==> src/rtl/seq_pkg.sv <==
// Shared definitions for the LED sequencer: playback FSM encoding and memory geometry.
package seq_pkg;

  localparam int SEQ_DEPTH = 8;
  localparam int SEQ_AW    = 3;
  localparam int SEQ_DW    = 2;

  typedef enum logic [1:0] {
    IDLE  = 2'd0,
    FETCH = 2'd1,
    WAIT  = 2'd2
  } seq_state_t;

endpackage

==> src/rtl/seq_play_ctrl.sv <==
// Pattern memory controller: records entries, loops playback one entry per tick.
// Tick-to-leds latency 3 clk; ticks during a fetch are dropped (pulsed), records beyond DEPTH are refused.
module seq_play_ctrl
  import seq_pkg::*;
#(
  parameter int ADDR_WIDTH = SEQ_AW,
  parameter int DATA_WIDTH = SEQ_DW,
  parameter int DEPTH      = SEQ_DEPTH
) (
  input  logic                  clk,
  input  logic                  rst,
  input  logic                  rec_pulse,
  input  logic [DATA_WIDTH-1:0] rec_data,
  input  logic                  clear_pulse,
  input  logic                  play_en,
  input  logic                  tick,
  output logic                  mem_w_en,
  output logic [ADDR_WIDTH-1:0] mem_w_addr,
  output logic [DATA_WIDTH-1:0] mem_w_data,
  output logic                  mem_r_en,
  output logic [ADDR_WIDTH-1:0] mem_r_addr,
  input  logic [DATA_WIDTH-1:0] mem_r_data,
  output logic [DATA_WIDTH-1:0] leds,
  output logic [ADDR_WIDTH:0]   num_seqs,
  output logic                  full,
  output logic                  dropped
);

  localparam logic [ADDR_WIDTH:0]   FULL_CNT = (ADDR_WIDTH+1)'(DEPTH);
  localparam logic [ADDR_WIDTH:0]   ONE_CNT  = (ADDR_WIDTH+1)'(1);
  localparam logic [ADDR_WIDTH-1:0] LAST_PTR = ADDR_WIDTH'(DEPTH - 1);

  seq_state_t            state_q, state_d;
  logic [ADDR_WIDTH-1:0] w_ptr;
  logic [ADDR_WIDTH-1:0] play_ptr;
  logic                  rec_ok;

  assign full   = (num_seqs == FULL_CNT);
  assign rec_ok = rec_pulse && !full && !clear_pulse && !rst;

  always_ff @(posedge clk) begin
    if (rst) begin
      state_q <= IDLE;
    end else begin
      state_q <= state_d;
    end
  end

  always_comb begin
    state_d    = state_q;
    mem_r_en   = 1'b0;
    mem_r_addr = play_ptr;
    mem_w_en   = rec_ok;
    mem_w_addr = w_ptr;
    mem_w_data = rec_data;
    dropped    = 1'b0;
    case (state_q)
      IDLE: begin
        if (tick && play_en && (num_seqs != '0)) begin
          state_d = FETCH;
        end
      end
      FETCH: begin
        mem_r_en = 1'b1;
        dropped  = tick;
        state_d  = WAIT;
      end
      WAIT: begin
        dropped = tick;
        state_d = IDLE;
      end
      default: state_d = IDLE;
    endcase
    // Clear wins over everything, including a fetch already underway.
    if (clear_pulse || rst) begin
      state_d = IDLE;
      dropped = 1'b0;
    end
  end

  always_ff @(posedge clk) begin
    if (rst || clear_pulse) begin
      w_ptr    <= '0;
      play_ptr <= '0;
      num_seqs <= '0;
      leds     <= '0;
    end else begin
      if (rec_ok) begin
        num_seqs <= num_seqs + ONE_CNT;
        // Saturate: once the last slot is written, full blocks further records.
        if (w_ptr != LAST_PTR) begin
          w_ptr <= w_ptr + 1'b1;
        end
      end
      if (state_q == WAIT) begin
        leds     <= mem_r_data;
        play_ptr <= ({1'b0, play_ptr} == (num_seqs - ONE_CNT)) ? '0 : play_ptr + 1'b1;
      end
    end
  end

endmodule

==> config.mk <==
export PLATFORM = sky130hd
export DESIGN_NAME = seq_play_ctrl
export DESIGN_NICKNAME = d
export VERILOG_FILES = /design/src/rtl/seq_pkg.sv /design/src/rtl/seq_play_ctrl.sv
export SDC_FILE = /design/constraint.sdc
export NUM_CORES = 1
export LEC_CHECK = 0
export CORE_MARGIN = 2
export CORE_UTILIZATION = 40
export DETAILED_ROUTE_END_ITERATION = 6
export GPL_TIMING_DRIVEN = 0
export PLACE_DENSITY = 0.71
export SETUP_SLACK_MARGIN = 0.4
export SLEW_MARGIN = 20
export SYNTH_ARGS = -nofsm -noshare
export SYNTH_HDL_FRONTEND = slang
export SYNTH_SLANG_ARGS = --single-unit
==> constraint.sdc <==
create_clock -name clk -period 5.4 [get_ports clk]
set_clock_uncertainty 0.15 [all_clocks]
set_input_delay 1.35 -clock clk [delete_from_list [all_inputs] [get_ports clk]]
set_output_delay 1.35 -clock clk [all_outputs]
set_load 0.05 [all_outputs]
==> results of run 1 <==
-- report_power, final --
part	internal [mW]	leakage, nW	total [mW]	switching, mW
Clock	0.0410	0.0210	0.0756	0.0346
Combinational	0.0145	0.337	0.0318	0.0173
Sequential	0.104	0.113	0.106	0.00154
-- tightest hold or removal path, cell delays in order (launching register included) --
cell     delay, ns
dfxtp_1       0.34
mux2i_1       0.06
nor2_1        0.07
-- cell type report --
type | instances | area, um2 | area share, %
clock buffer | 4 | 36.28 | 3.295
buffer | 5 | 27.53 | 2.500
timing repair buffer | 25 | 255.2 | 23.18
inverter | 5 | 18.77 | 1.705
sequential | 14 | 280.3 | 25.45
multi-input combinational | 59 | 451.7 | 41.02
tap | 25 | 31.28 | 2.841
-- kinds of logic after synthesis --
group,count (synthesis),synth area share [%]
and+or+nand+nor,28,16.56
adders and majority gates,10,16.08
DFF,14,36.01
buffers and inverters,10,5.948
xor gates and xnor gates,10,12.22
muxes,7,9.004
AOI/OAI and AO/OA,4,4.179
-- placed cells by master (no fill, tap or decap), drive strengths merged, types with 2 or more instances in the layout --
master         instances
inv                    5
mux2i                  7
clkdlybuf4s50         23
nand3b                 2
nand2                  5
clkbuf                 6
xnor2                  4
nor2                  12
buf                    3
xor2                   6
nor3                   4
ha                    10
dfxtp                 14
dlymetal6s2s           2
nand3                  2
-- path summary, 6_finish.rpt --
kind | start | to | slack, ns | cells after the start
hold / removal | leds[0] | leds[0] | 0.36 | 2
hold reg to reg | leds[0] | leds[0] | 0.36 | 2
setup / recovery | clear_pulse | dropped | 0.83 | 6
setup reg to reg | num_seqs[0] | mem_r_addr[0] | 3.45 | 6
-- metrics by stage --
step	hold WS (ns)	power [mW]
CTS	0.3592	0.2166
global route	0.4265	0.2233
detailed placement	0.3373	0.1405
global placement	0.3252	0.1402
finish	0.3557	0.2133
floorplan	0.3371	0.1285
-- what timing repair did --
| item | 4_1_cts | 5_1_grt |
|---|---|---|
| hold buffers | 0 | 0 |
| setup buffers | 0 | 0 |
| endpoints found under the hold margin | 0 | 0 |
| resized for setup | 0 | 2 |
| setup endpoints to repair | 0 | 2 |
-- metal layers --
layer | vias to the layer above | share of wire (%) | global-route usage [%] | wire length [um]
li1 | 330 | - | - | -
met1 | 279 | 44 | 18.47 | 661
met2 | 20 | 48 | 23.73 | 716
met4 | 0 | 0.67 | 6.486 | 10
met5 | - | 0 | 0 | 0
met3 | 2 | 6.9 | 6.667 | 103
-- state kept, by name, summed over array words and instances, names as in the netlist --
register / count
num_seqs: 4
mem_r_addr: 3
mem_w_addr: 3
leds: 2
state_q: 2
==> metrics.md, run 1 <==
| Metric | Value |
|---|---|
| Status | complete, no violations |
| Setup violators final | 0 |
| Critical path required time | 3.90 ns |
| # H-tree levels | 1 |
| Mapped Cells | 83 |
| Final setup margin | 0.8336 ns |
| Final Util | 61.75% |
| Die area | 2315 um2 |
| Crit start category | input port |
| Avg Cell Area, Syn | 9.376 um2 |
| Die X | 48.11 um |
| Share of cells above drive strength 1 | 8.929% |
| DP Wirelength | 1170 um |
| Crit-path max cell delay | 0.43 ns |
| ANT cells | 0 |
| Power Dens Cells | 193.7 nW/um2 |
| Drt initial violations | 3 |
| GP Congestion | 0.7288 |
| Most frequent cells after synthesis | dfxtp_1 (14), nor2_1 (12), ha_1 (10), mux2i_1 (7), xor2_1 (6) |
| # rows | 15 |
| Worst Path Arrival | 3.07 ns |
| RSZ-0062 raised after global routing | false |
| Cells along the critical path | clkdlybuf4s50_1 > or2_2 > clkbuf_1 > clkbuf_1 > nor2_1 > dlymetal6s2s_1 |
| Area after DPL | 1060 um2 |
| Pre-CTS setup slack | 0.4346 ns |
| Initial core utilization | 43.65% |
| Number of max-cap violations | 0 |
| CP top delay family | buffers and inverters |
| Count of different cell masters after synthesis | 22 |
| Design area | 1101 um2 |
| Routed len/inst | 10.89 um |
| Crit-path slowest cell | dlymetal6s2s_1 |
| Final period util | 84.56% |
| Ys async rst share | 0% |
| GRT Residual Overflow | 0 |
| Setup TNS | 0 ns |
| Nets | 133 |
| Vias per cell | 4.606 |
| Yosys top cell by area | dfxtp_1 |
| Core ar. | 1783 um2 |
| Worst-Margin Slew | 0.5083 ns |
| Antenna violations before repair | 0 |
| WL final | 1492 um |
| CTS tree | yes |
| Port bufs | 25 |
| Most used cell, CP | clkbuf_1 |
| Synthesized area | 778.2 um2 |
| Yosys warns | 0 |
| CP endpoint kind | output port |
| Buf/Inv on CP | 4 |
| Drc violations | 0 |
| Synth Flop Type | dfxtp_1 |
| FF+latch count, synth | 14 |
| Worst-path clk slew | 0.09 ns |
| Area contributors post-synth | dfxtp_1 (36%), ha_1 (16%), mux2i_1 (9.0%) |
| Hold Path Class | flop to flop |
| Post-synthesis sequential area ratio | 36.01% |
| Top Ports | 28 |
| Final Hold Viols | 0 |
| Syn nets | 103 |
| Routed vias | 631 |
| Worst-path maximum fanout | 10 |
| First-pass DRT Iterations | 3 |
| Clock Path Buffers | 2 |
| Slew HR | 66.06% |
| Peak VDD IR | 0.0001417 V |
| Clock latency at the later pin of the worst-skew pair | 0.28 ns |
| Clock sink total | 14 |
| Max-slew violations | 0 |
| Clock Root Buffer | clkbuf_4 |
| Achievable frequency | 0.2190 GHz |
| Number of global-route vias before repair | 539 |
| Num CTS Buffers | 3 |
| Largest net degree at the start of global routing | 11 |
| Critical path type | input port to output port |
| Placed insts | 133 |
| Synthesis-to-finish area growth | 41.48% |
| Finished Layout Cells | 137 |
| Pleak | 0.4714 nW |
| Chip height | 48.11 um |
| Global-route wire length before repair | 2373 um |
| Dominant cell by count in the synthesized netlist | dfxtp_1 |
| Gr usage total | 15.30% |
| Post-synth EDFFs | 0 |
| Remaining antenna violation count after routing | 0 |
| Layout fillers | 165 |
| Minimum clock period | 4.566 ns |
| Yosys top cell area share | 36.01% |
(Power assumes the default switching activity.)
==> run 2: changes to the inputs <==
--- a/config.mk
+++ b/config.mk
@@ -6,10 +6,10 @@
 export NUM_CORES = 1
 export LEC_CHECK = 0
 export CORE_MARGIN = 2
-export CORE_UTILIZATION = 40
+export CORE_UTILIZATION = 39
 export DETAILED_ROUTE_END_ITERATION = 6
 export GPL_TIMING_DRIVEN = 0
-export PLACE_DENSITY = 0.71
+export PLACE_DENSITY = 0.72
 export SETUP_SLACK_MARGIN = 0.4
 export SLEW_MARGIN = 20
 export SYNTH_ARGS = -nofsm -noshare
==> constraint.sdc (replaced) <==
create_clock -name clk -period 4.2 [get_ports clk]
set_clock_uncertainty 0.15 [all_clocks]
set_input_delay 1.05 -clock clk [delete_from_list [all_inputs] [get_ports clk]]
set_output_delay 1.05 -clock clk [all_outputs]
set_load 0.05 [all_outputs]
==> run 2 against run 1 <==
Non-clock buffer count stayed put. Critical endpoint unchanged. Worst setup slack worse by 0.36 ns. Die area increased by 2.3%. Global-route usage is 0.89 points lower. Largest power group unchanged. Cell area fell by 0.57%. Wire length grew 0.74%. Count of clock-buffer cells in the layout stayed put. Critical path depth unchanged.
==> metrics.md, run 2 (same netlist as run 1, synthesis figures left out) <==
| Metric | Value |
|---|---|
| Status | complete, no violations (unchanged) |
| RSZ-0062 raised after global routing | true (was false) |
| Routed vias | 653 (was 631) |
| Final setup margin | 0.4781 ns (was 0.8336 ns) |
| Worst-Margin Slew | 0.4944 ns (was 0.5083 ns) |
| Power Dens Cells | 255.4 nW/um2 (was 193.7 nW/um2) |
| Num CTS Buffers | 3 (unchanged) |
| Chip height | 48.67 um (was 48.11 um) |
| Drt initial violations | 12 (was 3) |
| Clock Path Buffers | 2 (unchanged) |
| GRT Residual Overflow | 0 (unchanged) |
| Gr usage total | 14.41% (was 15.30%) |
| Largest net degree at the start of global routing | 11 (unchanged) |
| Critical path type | input port to output port (unchanged) |
| CTS tree | yes (unchanged) |
| Most frequent cells in the layout | clkdlybuf4s50_1 (23), dfxtp_1 (14), nor2_1 (12) (unchanged) |
| Vias per cell | 4.698 (was 4.606) |
| Die X | 48.67 um (was 48.11 um) |
| WL final | 1503 um (was 1492 um) |
| Pleak | 0.4418 nW (was 0.4714 nW) |
| Worst-path maximum fanout | 10 (unchanged) |
| Routed len/inst | 10.81 um (was 10.89 um) |
| Max-slew violations | 0 (unchanged) |
| Minimum clock period | 3.722 ns |
| Initial core utilization | 40.49% (was 43.65%) |
| Storage element area | 280.3 um2 (unchanged) |
| Clock sink total | 14 (unchanged) |
| Footprint of the multi-input gates | 451.7 um2 (unchanged) |
| Worst hold path cell count | 2 (unchanged) |
| Slew HR | 66.94% (was 66.06%) |
| Die area | 2369 um2 (was 2315 um2) |
| ANT cells | 0 (unchanged) |
| Final Power | 0.2796 mW (was 0.2133 mW) |
| Number of global-route vias before repair | 626 (was 539) |
| Number of max-cap violations | 0 (unchanged) |
| Share of cells above drive strength 1 | 11.61% (was 8.929%) |
| Antenna violations before repair | 0 (unchanged) |
| Postcts setup bufs | 0 (unchanged) |
| Clock Root Buffer | clkbuf_4 (unchanged) |
| Port bufs | 25 (unchanged) |
| Hold_buf cts | 0 (unchanged) |
| Core ar. | 1922 um2 (was 1783 um2) |
| Worst Path Arrival | 2.52 ns (was 3.07 ns) |
| Drc violations | 0 (unchanged) |
| Remaining antenna violation count after routing | 0 (unchanged) |
| Critical path required time | 3.00 ns (was 3.90 ns) |
| Top Ports | 28 (unchanged) |
| Final Hold Viols | 0 (unchanged) |
| Achievable frequency | 0.2687 GHz |
| Global-route wire length before repair | 2608 um (was 2373 um) |
| Worst-path clk slew | 0.09 ns (about the same) |
| Largest reg by FF count | num_seqs (unchanged) |
| # rows | 16 (was 15) |
| Max reg flops | 4 (unchanged) |
| Setup violators final | 0 (unchanged) |
| Setup TNS | 0 ns (unchanged) |
| Commonest non-fill, non-tap cell in the layout | clkdlybuf4s50_1 (unchanged) |
| Clock latency at the later pin of the worst-skew pair | 0.29 ns (was 0.28 ns) |
| CP endpoint kind | output port (unchanged) |
| Hold Path Class | flop to flop (unchanged) |
| First-pass DRT Iterations | 4 (was 3) |
| Nets | 133 (unchanged) |
| DP Wirelength | 1139 um (was 1170 um) |
| Pre-CTS setup slack | -0.1661 ns (was 0.4346 ns) |
| # H-tree levels | 1 (unchanged) |
| Final period util | 88.62% |
| GP Congestion | 0.7414 (was 0.7288) |
| R2R cell count | 6 (unchanged) |
| Peak VDD IR | 0.0001465 V (was 0.0001417 V) |
| Layout fillers | 185 (was 165) |
| Synthesis-to-finish area growth | 40.68% (was 41.48%) |
| Crit start category | input port (unchanged) |
-- run 2: cell count changes in the layout (fill, tap and decap cells not counted) --
cell / before / now
clkbuf_4: 3 / 5
dlymetal6s2s_1: 2 / 0
clkbuf_2: 0 / 1
clkbuf_1: 2 / 1
-- run 2: path summary, 6_finish.rpt --
check                           slack, ns             to         from
worst max register to register       2.21  mem_r_addr[1]  num_seqs[0]
worst min-delay path                 0.35        leds[1]      leds[1]
worst min register to register       0.35        leds[1]      leds[1]
worst max-delay path                 0.48        dropped  clear_pulse
-- run 2: area by class of cell --
cell class / instances / area share (%)
multi-input combinational: 59 / 41.26
tap: 27 / 3.086
timing repair buffer: 25 / 22.40
sequential: 14 / 25.60
clock buffer: 4 / 3.314
inverter: 5 / 1.714
buffer: 5 / 2.629
-- run 2: through the flow --
stage / hold WS (ns) / instance area (um2) / std cells / utilization, %
3_3_place_gp: 0.3252 / 1062 / 135 / 55.27
3_5_place_dp: 0.3328 / 1062 / 135 / 55.27
2_1_floorplan: 0.3371 / 778.2 / 83 / -
5_1_grt: 0.3966 / 1095 / 139 / 56.97
4_1_cts: 0.3569 / 1090 / 139 / 56.71
6_report: 0.3483 / 1095 / 139 / 56.97
-- run 2: worst max-delay path, cell delays in order --
cell	delay, ns
clkdlybuf4s50_1	0.39
or2_2	0.29
clkbuf_1	0.19
clkbuf_2	0.24
nor2_1	0.13
clkbuf_4	0.23
-- run 2: report_power, final --
| group | switching [mW] | leakage [nW] | internal [mW] | total (mW) |
|---|---|---|---|---|
| sequential | 0.00195 | 0.113 | 0.134 | 0.136 |
| combinational | 0.0227 | 0.308 | 0.0187 | 0.0414 |
| clock | 0.0492 | 0.0210 | 0.0528 | 0.102 |
-- run 2: routing by layer --
metal  global-route usage (%)  vias to the layer above  part of all wire (%)
li1                         -                      335                     -
met1                    16.92                      290                    46
met2                    23.29                       22                    46
met3                    3.086                        6                   5.0
met4                    10.00                        0                   2.2
met5                        0                        -                     0
-- run 2: timing repair --
action / 4_1_cts / 5_1_grt
endpoints found under the setup margin: 2 / 2
gates resized for setup: 11 / 2
hold endpoints to repair: 0 / 0
==> run 3: changes to the inputs <==
--- a/config.mk
+++ b/config.mk
@@ -8,6 +8,7 @@
 export CORE_MARGIN = 2
 export CORE_UTILIZATION = 39
 export DETAILED_ROUTE_END_ITERATION = 6
+export GPL_ROUTABILITY_DRIVEN = 0
 export GPL_TIMING_DRIVEN = 0
 export PLACE_DENSITY = 0.72
 export SETUP_SLACK_MARGIN = 0.4
==> results of run 3 <==
Same layout as run 2: the final DEF is identical, and so are final timing and power.
